<file path="src/rtl/ex_muldiv_pkg.sv">
// ex_muldiv_pkg: shared definitions for the iterative RV32M multiply/divide unit.
//   - md_op_e    : RV funct3 encodings for the M extension (MD_MUL .. MD_REMU)
//   - md_state_e : controller states (MD_IDLE, MD_CALC, MD_FIX, MD_DONE)
//   - FAST_MUL_EN: set when the build defines EX_MULDIV_FAST_MUL_EN, which
//                  replaces the iterative multiplier with a one-shot product.
//   - helpers classifying an op (divide or multiply, operand signedness).
package ex_muldiv_pkg;

    typedef enum logic [2:0] {
        MD_MUL    = 3'd0,
        MD_MULH   = 3'd1,
        MD_MULHSU = 3'd2,
        MD_MULHU  = 3'd3,
        MD_DIV    = 3'd4,
        MD_DIVU   = 3'd5,
        MD_REM    = 3'd6,
        MD_REMU   = 3'd7
    } md_op_e;

    typedef enum logic [1:0] {
        MD_IDLE = 2'd0,
        MD_CALC = 2'd1,
        MD_FIX  = 2'd2,
        MD_DONE = 2'd3
    } md_state_e;

`ifdef EX_MULDIV_FAST_MUL_EN
    localparam bit FAST_MUL_EN = 1'b1;
`else
    localparam bit FAST_MUL_EN = 1'b0;
`endif

    // funct3[2] separates the divide group from the multiply group.
    function automatic logic op_is_div(md_op_e op);
        return op[2];
    endfunction

    function automatic logic op_signed_a(md_op_e op);
        return op inside {MD_MULH, MD_MULHSU, MD_DIV, MD_REM};
    endfunction

    function automatic logic op_signed_b(md_op_e op);
        return op inside {MD_MULH, MD_DIV, MD_REM};
    endfunction

endpackage

</file>
<file path="src/rtl/ex_muldiv_if.sv">
// ex_muldiv_if: request/write-back bundle between the EX stage and ex_muldiv.
//   Requests : start_i, op_i (funct3), a_i, b_i, w_addr_i, flush_i
//   Status   : busy_o, stall_req_o
//   Writeback: done_o, w_enable_o, w_addr_o, w_data_o
//   master = pipeline side, slave = the multiply/divide unit.
interface ex_muldiv_if #(
    parameter int XLEN   = 32,
    parameter int REG_AW = 5
);
    logic              start_i;
    logic [2:0]        op_i;
    logic [XLEN-1:0]   a_i;
    logic [XLEN-1:0]   b_i;
    logic [REG_AW-1:0] w_addr_i;
    logic              flush_i;
    logic              busy_o;
    logic              stall_req_o;
    logic              done_o;
    logic              w_enable_o;
    logic [REG_AW-1:0] w_addr_o;
    logic [XLEN-1:0]   w_data_o;

    modport master (
        output start_i, op_i, a_i, b_i, w_addr_i, flush_i,
        input  busy_o, stall_req_o, done_o, w_enable_o, w_addr_o, w_data_o
    );

    modport slave (
        input  start_i, op_i, a_i, b_i, w_addr_i, flush_i,
        output busy_o, stall_req_o, done_o, w_enable_o, w_addr_o, w_data_o
    );
endinterface

</file>
<file path="src/rtl/ex_div_step.sv">
// ex_div_step: one combinational restoring-division iteration.
//   partial  : current partial remainder (always below divisor)
//   next_bit : next dividend bit shifted in, MSB first
//   divisor  : divisor magnitude
//   rem_next : partial remainder after this iteration
//   q_bit    : quotient bit produced by this iteration
module ex_div_step #(
    parameter int XLEN = 32
) (
    input  logic [XLEN-1:0] partial,
    input  logic            next_bit,
    input  logic [XLEN-1:0] divisor,
    output logic [XLEN-1:0] rem_next,
    output logic            q_bit
);
    logic [XLEN:0] shifted;
    logic [XLEN:0] trial;

    assign shifted = {partial, next_bit};
    assign trial   = shifted - {1'b0, divisor};
    // partial < divisor keeps the trial difference inside XLEN+1 signed
    // bits, so its top bit is the borrow.
    assign q_bit    = ~trial[XLEN];
    assign rem_next = q_bit ? trial[XLEN-1:0] : shifted[XLEN-1:0];
endmodule

</file>
<file path="src/rtl/ex_muldiv.sv">
// ex_muldiv: iterative RV32M multiply/divide unit beside the EX stage.
//   clk, rst : rising-edge clock, synchronous active-high reset
//   bus      : ex_muldiv_if.slave (request, stall/busy status, write-back)
// Multiplies use a shift-add loop over a 2*XLEN accumulator (multiplier LSB
// first); divides use restoring division (ex_div_step), XLEN cycles each.
// Operands are processed as magnitudes; FIX applies the latched signs.
// Build option: EX_MULDIV_FAST_MUL_EN turns multiplies into a single-cycle
// product with the same latency as the divide special cases.
module ex_muldiv
    import ex_muldiv_pkg::*;
#(
    parameter int XLEN   = 32,
    parameter int REG_AW = 5
) (
    input logic        clk,
    input logic        rst,
    ex_muldiv_if.slave bus
);
    localparam int CW = $clog2(XLEN) + 1;
    localparam logic [XLEN-1:0] MOST_NEG = {1'b1, {(XLEN-1){1'b0}}};

    md_state_e         state, next_state;
    md_op_e            op_in, op_q;
    logic [REG_AW-1:0] addr_q;
    logic [XLEN-1:0]   opd_b_q;
    logic [2*XLEN-1:0] acc, acc_step, prod_signed, fast_prod;
    logic [XLEN-1:0]   res_q, res_fix, quo_signed, rem_signed;
    logic              neg_res_q, neg_rem_q;
    logic [CW-1:0]     cnt;
    logic              neg_a, neg_b;
    logic [XLEN-1:0]   mag_a, mag_b;
    logic              div_zero, div_ovf, short_path, accept;
    logic [XLEN:0]     mul_sum;
    logic [XLEN-1:0]   rem_next;
    logic              q_bit;
    logic              in_done, wen;

    // Operand decode in IDLE.
    assign op_in      = md_op_e'(bus.op_i);
    assign neg_a      = op_signed_a(op_in) && bus.a_i[XLEN-1];
    assign neg_b      = op_signed_b(op_in) && bus.b_i[XLEN-1];
    assign mag_a      = neg_a ? -bus.a_i : bus.a_i;
    assign mag_b      = neg_b ? -bus.b_i : bus.b_i;
    assign div_zero   = op_is_div(op_in) && (bus.b_i == '0);
    assign div_ovf    = (op_in == MD_DIV || op_in == MD_REM) &&
                        (bus.a_i == MOST_NEG) && (bus.b_i == '1);
    assign fast_prod  = {{XLEN{1'b0}}, mag_a} * {{XLEN{1'b0}}, mag_b};
    assign short_path = div_zero || div_ovf || (FAST_MUL_EN && !op_is_div(op_in));
    assign accept     = (state == MD_IDLE) && bus.start_i && !bus.flush_i;

    always_ff @(posedge clk) begin
        if (rst) state <= MD_IDLE;
        else     state <= next_state;
    end

    // NOTE: next_state gets its default before the case, so no path through
    // this block leaves it unassigned and no latch is inferred.
    always_comb begin
        next_state = state;
        case (state)
            MD_IDLE: if (bus.start_i) next_state = short_path ? MD_FIX : MD_CALC;
            MD_CALC: if (cnt == '0)   next_state = MD_FIX;
            MD_FIX:  next_state = MD_DONE;
            MD_DONE: next_state = MD_IDLE;
            default: next_state = MD_IDLE;
        endcase
        // Flush wins over everything, including a same-cycle start.
        if (bus.flush_i) next_state = MD_IDLE;
    end

    ex_div_step #(.XLEN(XLEN)) u_div_step (
        .partial  (acc[2*XLEN-1:XLEN]),
        .next_bit (acc[XLEN-1]),
        .divisor  (opd_b_q),
        .rem_next (rem_next),
        .q_bit    (q_bit)
    );

    // Accumulator layout is shared: {high, low} holds {partial product,
    // remaining multiplier} or {partial remainder, dividend -> quotient}.
    always_comb begin
        mul_sum = {1'b0, acc[2*XLEN-1:XLEN]} + (acc[0] ? {1'b0, opd_b_q} : '0);
        if (op_is_div(op_q)) acc_step = {rem_next, acc[XLEN-2:0], q_bit};
        else                 acc_step = {mul_sum, acc[XLEN-1:1]};
    end

    always_comb begin
        prod_signed = neg_res_q ? -acc : acc;
        quo_signed  = neg_res_q ? -acc[XLEN-1:0] : acc[XLEN-1:0];
        rem_signed  = neg_rem_q ? -acc[2*XLEN-1:XLEN] : acc[2*XLEN-1:XLEN];
        res_fix     = rem_signed;
        case (op_q)
            MD_MUL:                       res_fix = prod_signed[XLEN-1:0];
            MD_MULH, MD_MULHSU, MD_MULHU: res_fix = prod_signed[2*XLEN-1:XLEN];
            MD_DIV, MD_DIVU:              res_fix = quo_signed;
            default:                      res_fix = rem_signed;
        endcase
    end

    // Special cases preload the accumulator with their final quotient and
    // remainder (signs cleared) and pass through FIX, so every result is
    // written from res_q by the same path.
    // NOTE: sequential state uses <= so each register sees pre-edge values.
    always_ff @(posedge clk) begin
        if (rst) begin
            op_q      <= MD_MUL;
            addr_q    <= '0;
            opd_b_q   <= '0;
            acc       <= '0;
            res_q     <= '0;
            neg_res_q <= 1'b0;
            neg_rem_q <= 1'b0;
            cnt       <= '0;
        end else if (accept) begin
            op_q    <= op_in;
            addr_q  <= bus.w_addr_i;
            opd_b_q <= mag_b;
            cnt     <= CW'(XLEN - 1);
            if (div_zero) begin
                acc       <= {bus.a_i, {XLEN{1'b1}}};
                neg_res_q <= 1'b0;
                neg_rem_q <= 1'b0;
            end else if (div_ovf) begin
                acc       <= {{XLEN{1'b0}}, bus.a_i};
                neg_res_q <= 1'b0;
                neg_rem_q <= 1'b0;
            end else begin
                acc       <= (FAST_MUL_EN && !op_is_div(op_in)) ? fast_prod
                                                                 : {{XLEN{1'b0}}, mag_a};
                neg_res_q <= neg_a ^ neg_b;
                neg_rem_q <= neg_a;
            end
        end else begin
            if (state == MD_CALC) begin
                acc <= acc_step;
                if (cnt != '0) cnt <= cnt - CW'(1);
            end
            if (state == MD_FIX) res_q <= res_fix;
        end
    end

    assign in_done         = (state == MD_DONE) && !bus.flush_i;
    assign wen             = in_done && (addr_q != '0);
    assign bus.busy_o      = (state != MD_IDLE);
    // The pipeline is held through FIX and released in DONE.
    assign bus.stall_req_o = ((state == MD_IDLE) && bus.start_i) ||
                             (state == MD_CALC) || (state == MD_FIX);
    assign bus.done_o      = in_done;
    assign bus.w_enable_o  = wen;
    assign bus.w_addr_o    = wen ? addr_q : '0;
    assign bus.w_data_o    = wen ? res_q : '0;
endmodule

</file>
<file path="src/flat_wrapper.sv">
// flat-port wrapper written by rule: the top's interface ports become plain ports
module ex_muldiv_flat import ex_muldiv_pkg::*;
#(
    parameter int XLEN   = 32,
    parameter int REG_AW = 5
)
  (clk, rst, bus_start_i, bus_op_i, bus_a_i, bus_b_i, bus_w_addr_i, bus_flush_i, bus_busy_o, bus_stall_req_o, bus_done_o, bus_w_enable_o, bus_w_addr_o, bus_w_data_o);
  ex_muldiv_if #(.XLEN(XLEN), .REG_AW(REG_AW)) bus_i ();
  input logic clk;
  input logic rst;
  input wire logic [$bits(bus_i.start_i)-1:0] bus_start_i;
  input wire logic [$bits(bus_i.op_i)-1:0] bus_op_i;
  input wire logic [$bits(bus_i.a_i)-1:0] bus_a_i;
  input wire logic [$bits(bus_i.b_i)-1:0] bus_b_i;
  input wire logic [$bits(bus_i.w_addr_i)-1:0] bus_w_addr_i;
  input wire logic [$bits(bus_i.flush_i)-1:0] bus_flush_i;
  output wire logic [$bits(bus_i.busy_o)-1:0] bus_busy_o;
  output wire logic [$bits(bus_i.stall_req_o)-1:0] bus_stall_req_o;
  output wire logic [$bits(bus_i.done_o)-1:0] bus_done_o;
  output wire logic [$bits(bus_i.w_enable_o)-1:0] bus_w_enable_o;
  output wire logic [$bits(bus_i.w_addr_o)-1:0] bus_w_addr_o;
  output wire logic [$bits(bus_i.w_data_o)-1:0] bus_w_data_o;
  assign bus_i.start_i = bus_start_i;
  assign bus_i.op_i = bus_op_i;
  assign bus_i.a_i = bus_a_i;
  assign bus_i.b_i = bus_b_i;
  assign bus_i.w_addr_i = bus_w_addr_i;
  assign bus_i.flush_i = bus_flush_i;
  assign bus_busy_o = bus_i.busy_o;
  assign bus_stall_req_o = bus_i.stall_req_o;
  assign bus_done_o = bus_i.done_o;
  assign bus_w_enable_o = bus_i.w_enable_o;
  assign bus_w_addr_o = bus_i.w_addr_o;
  assign bus_w_data_o = bus_i.w_data_o;
  ex_muldiv #(.XLEN(XLEN), .REG_AW(REG_AW)) u_core (.clk(clk), .rst(rst), .bus(bus_i));
endmodule
</file>
<file path="config.mk">
export PLATFORM = sky130hd
export DESIGN_NAME = ex_muldiv_flat
export DESIGN_NICKNAME = d
export VERILOG_FILES = /design/src/rtl/ex_muldiv_pkg.sv /design/src/rtl/ex_muldiv_if.sv /design/src/rtl/ex_div_step.sv /design/src/rtl/ex_muldiv.sv /design/src/flat_wrapper.sv
export SDC_FILE = /design/constraint.sdc
export NUM_CORES = 1
export LEC_CHECK = 0
export CAP_MARGIN = 20
export CORE_ASPECT_RATIO = 2
export CORE_UTILIZATION = 36
export DETAILED_ROUTE_END_ITERATION = 7
export PLACE_DENSITY = 0.53
export RECOVER_POWER = 25
export SETUP_SLACK_MARGIN = 0.1
export SLEW_MARGIN = 20
export SYNTH_ARGS = -nofsm -noshare
export SYNTH_HDL_FRONTEND = slang
export SYNTH_SLANG_ARGS = --single-unit
</file>
<file path="constraint.sdc">
create_clock -name clk -period 9.5 [get_ports clk]
set_input_delay 0.95 -clock clk [delete_from_list [all_inputs] [get_ports clk]]
set_output_delay 0.95 -clock clk [all_outputs]
set_load 0.05 [all_outputs]
</file>
**Word-level counts from Yosys, hierarchy flattened**

Index checks and enable logic that the tools add are counted.

- Add/subtract/negate cells: 8
- Multipliers: 0
- Div/mod/pow operators: 0
- Magnitude comparators: 0
- Equal/unequal tests: 16
- Shift-type cells: 0
- Muxes and demuxes: 26
- Bitwise logic cells: 3
- Reductions and logical operators: 33

Operators by type and width:

| operator | number |
|---|---|
| 64-bit 2-to-1 mux | 5 |
| 32-bit 2-to-1 mux | 8 |
| 32-bit negator | 4 |
| 32-bit one-hot mux with 3 select lines | 1 |
| 32-bit equality test (second input constant) | 2 |
| 64-bit negator | 1 |
| 32-bit by 33-bit adder with 33-bit output | 1 |
| 33-bit by 32-bit subtractor with 33-bit output | 1 |
| 32-bit zero test | 1 |
| 5-bit 2-to-1 mux | 4 |
| 3-bit equality test (second input constant) | 4 |
| 3-bit by 2-bit equality test with 1-bit output (second input constant) | 3 |
| 1-bit logical AND | 9 |
| 2-bit one-hot mux with 4 select lines | 1 |
| 2-bit AND reduction | 4 |
| 3-bit by 1-bit equality test with 1-bit output (second input constant) | 2 |
| 6-bit zero test | 1 |
| 2-bit 2-to-1 mux | 3 |
| 2-bit nonzero test | 3 |
| 6-bit nonzero test | 1 |
| 2-bit OR reduction | 3 |
| 6-bit by 1-bit subtractor with 6-bit output (second input constant) | 1 |
| 5-bit nonzero test | 1 |
| 2-bit equality test (second input constant) | 2 |
| 13 further kinds | 20 |

- Bits in registers: 146
- Bits in latches: 0
- Memory bits (writable): 0
- Memory bits (read-only): 0
- Input port bits: 76
- Output and inout bits: 41
- Memories kept: 0

**Longest topological paths before layout**

- Depth in word-level cells: 8
- Gate-level depth with buffers: 14
- Depth with buffers taken out: 12

**By module**

From an unflattened synthesis, not the netlist that was laid out.

- Cells, all modules: 1964
- Area total of the unflattened synthesis: 14619.0 um2

By module, submodules not included:

| module | times used | cells each | area an instance (um2) |
|---|---|---|---|
| ex_muldiv | 1 | 1659 | 12260.5 |
| ex_div_step | 1 | 305 | 2358.5 |

**Worst setup path before layout**

OpenSTA, ideal clock, no wires.

- Path kind: input-to-output
- Start: input bus_flush_i
- End: output bus_w_data_o[22]
- Data arrival time: 3177 ps
- Required time: 8550 ps
- Setup slack: 5373 ps
- Stages: 4
- Buffers on the path: 1
- Cell sequence: nor2b_1 -> o21a_1 -> clkbuf_1 -> and2_1

- Word-level cells in the longest chain between the ends: 4

RTL lines:

| what | RTL line | RTL |
|---|---|---|
| start: declaration | flat_wrapper.sv:16 | `input wire logic [$bits(bus_i.flush_i)-1:0] bus_flush_i;` |
| 1-bit zero test | ex_muldiv.sv:142 | `assign in_done = (state == MD_DONE) && !bus.flush_i;` |
| 1-bit logical AND | ex_muldiv.sv:142 |  |
| 1-bit logical AND | ex_muldiv.sv:143 | `assign wen = in_done && (addr_q != '0);` |
| named net bus_w_enable_o | flat_wrapper.sv:20 | `output wire logic [$bits(bus_i.w_enable_o)-1:0] bus_w_enable_o;` |
| 32-bit 2-to-1 mux | ex_muldiv.sv:151 | `assign bus.w_data_o = wen ? res_q : '0;` |
| end: declaration | flat_wrapper.sv:22 | `output wire logic [$bits(bus_i.w_data_o)-1:0] bus_w_data_o;` |

The timed path passes the listed nets, and every way through them passes these cells.

**Worst setup path after layout**

- Start: input bus_flush_i
- End: register u_core.acc[47]

- Word-level cells in the longest chain between the ends: 3

RTL lines:

| what | RTL line | RTL |
|---|---|---|
| 1-bit zero test * | ex_muldiv.sv:49 | `assign accept = (state == MD_IDLE) && bus.start_i && !bus.flush_i;` |
| 1-bit logical AND * | ex_muldiv.sv:49 |  |
| 64-bit 2-to-1 mux or 2-bit nonzero test (tied branches) | n/a |  |
| end signal: assignment | ex_muldiv.sv:120 | `acc <= {bus.a_i, {XLEN{1'b1}}};` |
| end signal: assignment | ex_muldiv.sv:124 | `acc <= {{XLEN{1'b0}}, bus.a_i};` |
| end signal: assignment | ex_muldiv.sv:128 | `acc <= (FAST_MUL_EN && !op_is_div(op_in)) ? fast_prod` |
| end: declaration | ex_muldiv.sv:26 | `logic [2*XLEN-1:0] acc, acc_step, prod_signed, fast_prod;` |

Every way passes the cells marked *; elsewhere a longest branch is shown, timed or not.
A chain may end at the register's enable or synchronous reset.

==> metrics.txt <==
vias in the first global route=approximately 16000; Synth top area share=a little over 20%; Mapped Nets=~2100; worst-margin pin slew=about 3.7 ns; clock buffer depth=2; static leakage=approximately 6 nW; CTS tree=yes; Slew Limit Fails=165; port bufs=about 120; Crit path arrival time=approximately 6.3 ns; yosys warns=0; Netlist cell types=78; CP Data Required Time=9.84 ns; top cells by area, synth=dfxtp_1 20%, ha_1 6.5%, xor2_1 6.5%; Vias/cell=roughly 6; final period utilization=a little over three fifths; Crit Path Class=input pin to flip-flop; initial antenna violation count=0; share of layout cells above drive strength 1=4.93%; most frequent cells in the layout=210 x nor2_1, 178 x a21oi_1, 167 x nand2_1; Initial DRC Count=between 800 and 900; Layout Nets=about 2200; area leader, netlist=dfxtp_1; Worst Hold End=u_core.opd_b_q[22]$_SDFFE_PP0P_; R2R Path Start=u_core.state[1]$_SDFFE_PP0P_; Die Wd=143 um; clock latency on the worst-skew pair=~0.46 ns; cells after synthesis=1995; Max Cap Viol=3; Synth Flop Type=dfxtp_1; DRC Markers=0; routed length per instance=approximately 24 um; synthesized flop and latch total=between 100 and 150; largest net degree at the start of global routing=81; post-CTS sizing=0; Die H=roughly 280 um; number of antenna diodes=0; Clock Skew=slightly below 0.01 ns; post-route ant nets=0; Hold Crit Depth=2; cell count of the worst reg-to-reg path=9; Vias=~15000; final setup vio count=0; CTS Root Buffer Type=clkbuf_16; Pre-antenna DRT Iters=5; hold_sp=u_core.opd_b_q[22]$_SDFFE_PP0P_; die area=40700 sq um; number of synthesized flops with an enable pin=0; core footprint=around 39000 sq um; P per Cell Area=about 140 nW/um^2; status=complete, but fails checks; global route overflow=0; Inserted Clock Buffers=17; final hold violations=0; Routed WL=around 61000 um; Worst Setup Start Kind=input pin; violated checks=max-capacitance violations, max-slew violations; num rows=approximately 100; gr usage total=a little under a third; RePlAce Congestion=roughly 0.97; Reg2Reg Capture Point=u_core.acc[47]$_SDFFE_PP0P_; Max IR drop VDD=~0.00012 V; post-synthesis async set-or-reset flop share=0%; commonest non-fill, non-tap cell in the layout=nor2_1; first-pass GRT wire length=a little over 90000 um; Slew HR=-148%; Final HPWL DP=approximately 48000 um; clock-pin slew on the worst setup and hold paths=~0.07 ns; Period minus WS final=about 6.0 ns; total setup buffers inserted after CTS=0; type of the most critical hold path=flip-flop to flip-flop; FMAX=0.168 GHz; Initial Utilization=between 30% and 40%; sequential area share after synthesis=between 20 and 25%; Mapped Avg Cell Area=between 7 and 8 sq um; r2r setup slk=a little under 4 ns; Layout area overhead=14.7%; total negative slack=0 ns; CTS H-tree lvls=4; Hold-fix buffers, CTS=0; Synth Cell Area=~14000 sq um; Hold Slack=0.457 ns; Crit. End Element=flip-flop; I/O pin cnt=~120; RSZ-0062 raised after global routing=false; worst-path fanout max=around 70; clk sinks=146
-- flip-flops by register name (all words and copies together), names as in the netlist --
name,flops
u_core.acc,64
u_core.addr_q,5
u_core.neg_res_q,1
u_core.state,2
u_core.op_q,3
u_core.opd_b_q,32
u_core.res_q,32
u_core.neg_rem_q,1
u_core.cnt,6
-- per-layer routing --
metal	share of wire [%]	track usage [%]	wire length, um
met4	8.8	25.2	5380
met5	0	0	0
met2	54	57.8	32900
met1	34	28.3	20500
met3	3.4	3.44	2060
-- through the flow --
stage	setup WS [ns]	instance area [sq um]	instances	utilization, %	power [mW]
floorplan	5.37	14400	1995	-	1.31
global placement	3.91	15900	2523	40.3	1.62
detailed placement	4.23	15900	2523	40.3	1.62
CTS	4.71	16500	2555	41.8	2.33
global route	3.18	16500	2555	41.7	2.44
finish	3.55	16500	2555	41.7	2.33
-- area by class of cell --
cell class,instances,area (sq um)
tap,525,657
multi-input combinational,1636,10700
clock buffer,21,450
fill,4294,23000
clock inverter,11,130
timing repair buffer,147,1380
inverter,69,259
sequential,146,2930
-- critical path: stages --
cell and delay, ns:
dlygate4sd3_1 0.64, or2_2 0.16, clkbuf_1 2.59, nand2_1 0.90, or4_1 0.71, a211o_1 0.24, o311a_1 0.10
-- how the worst max path moves through the flow --
stage | endpoint | slack (ns) | cells past startpoint | start
6_report | u_core.acc[47]$_SDFFE_PP0P_ | 3.55 | 7 | bus_flush_i
5_1_grt | u_core.acc[47]$_SDFFE_PP0P_ | 3.18 | 7 | bus_flush_i
4_1_cts | u_core.acc[11]$_SDFFE_PP0P_ | 4.71 | 13 | bus_a_i[1]
3_5_place_dp | u_core.acc[11]$_SDFFE_PP0P_ | 4.23 | 13 | bus_a_i[1]
3_3_place_gp | u_core.acc[11]$_SDFFE_PP0P_ | 3.91 | 11 | bus_a_i[7]
2_1_floorplan | bus_w_data_o[22] | 5.37 | 4 | bus_flush_i
-- cell usage after synthesis, drive strengths merged (46+ instances only) --
| master | count |
|---|---|
| a21oi | 178 |
| and2 | 46 |
| a21o | 49 |
| ha | 75 |
| nor2 | 214 |
| nor3 | 54 |
| xnor2 | 88 |
| inv | 66 |
| xor2 | 107 |
| o21ai | 135 |
| a211oi | 54 |
| nand2 | 167 |
| dfxtp | 146 |
| clkbuf | 133 |
-- power by group --
| group | leakage [nW] | internal, mW | switching [mW] | total (mW) |
|---|---|---|---|---|
| registers | 1.19 | 0.651 | 0.0657 | 0.717 |
| logic | 4.70 | 0.338 | 0.572 | 0.910 |
| clock network | 0.270 | 0.395 | 0.305 | 0.700 |
-- logic make-up (layout without fill, tap and decap cells) --
family	count (synthesis)	after routing	synth area share, %
AO/OA/AOI/OAI	644	644	29.2
adder cells (fa/ha/maj)	77	77	6.82
flip-flops	146	146	20.4
buffers and inverters	213	248	5.63
AND/OR/NAND/NOR	665	665	22.1
XOR/XNOR	195	195	11.9
multiplexers	55	55	3.95
(Power assumes the default switching activity.)
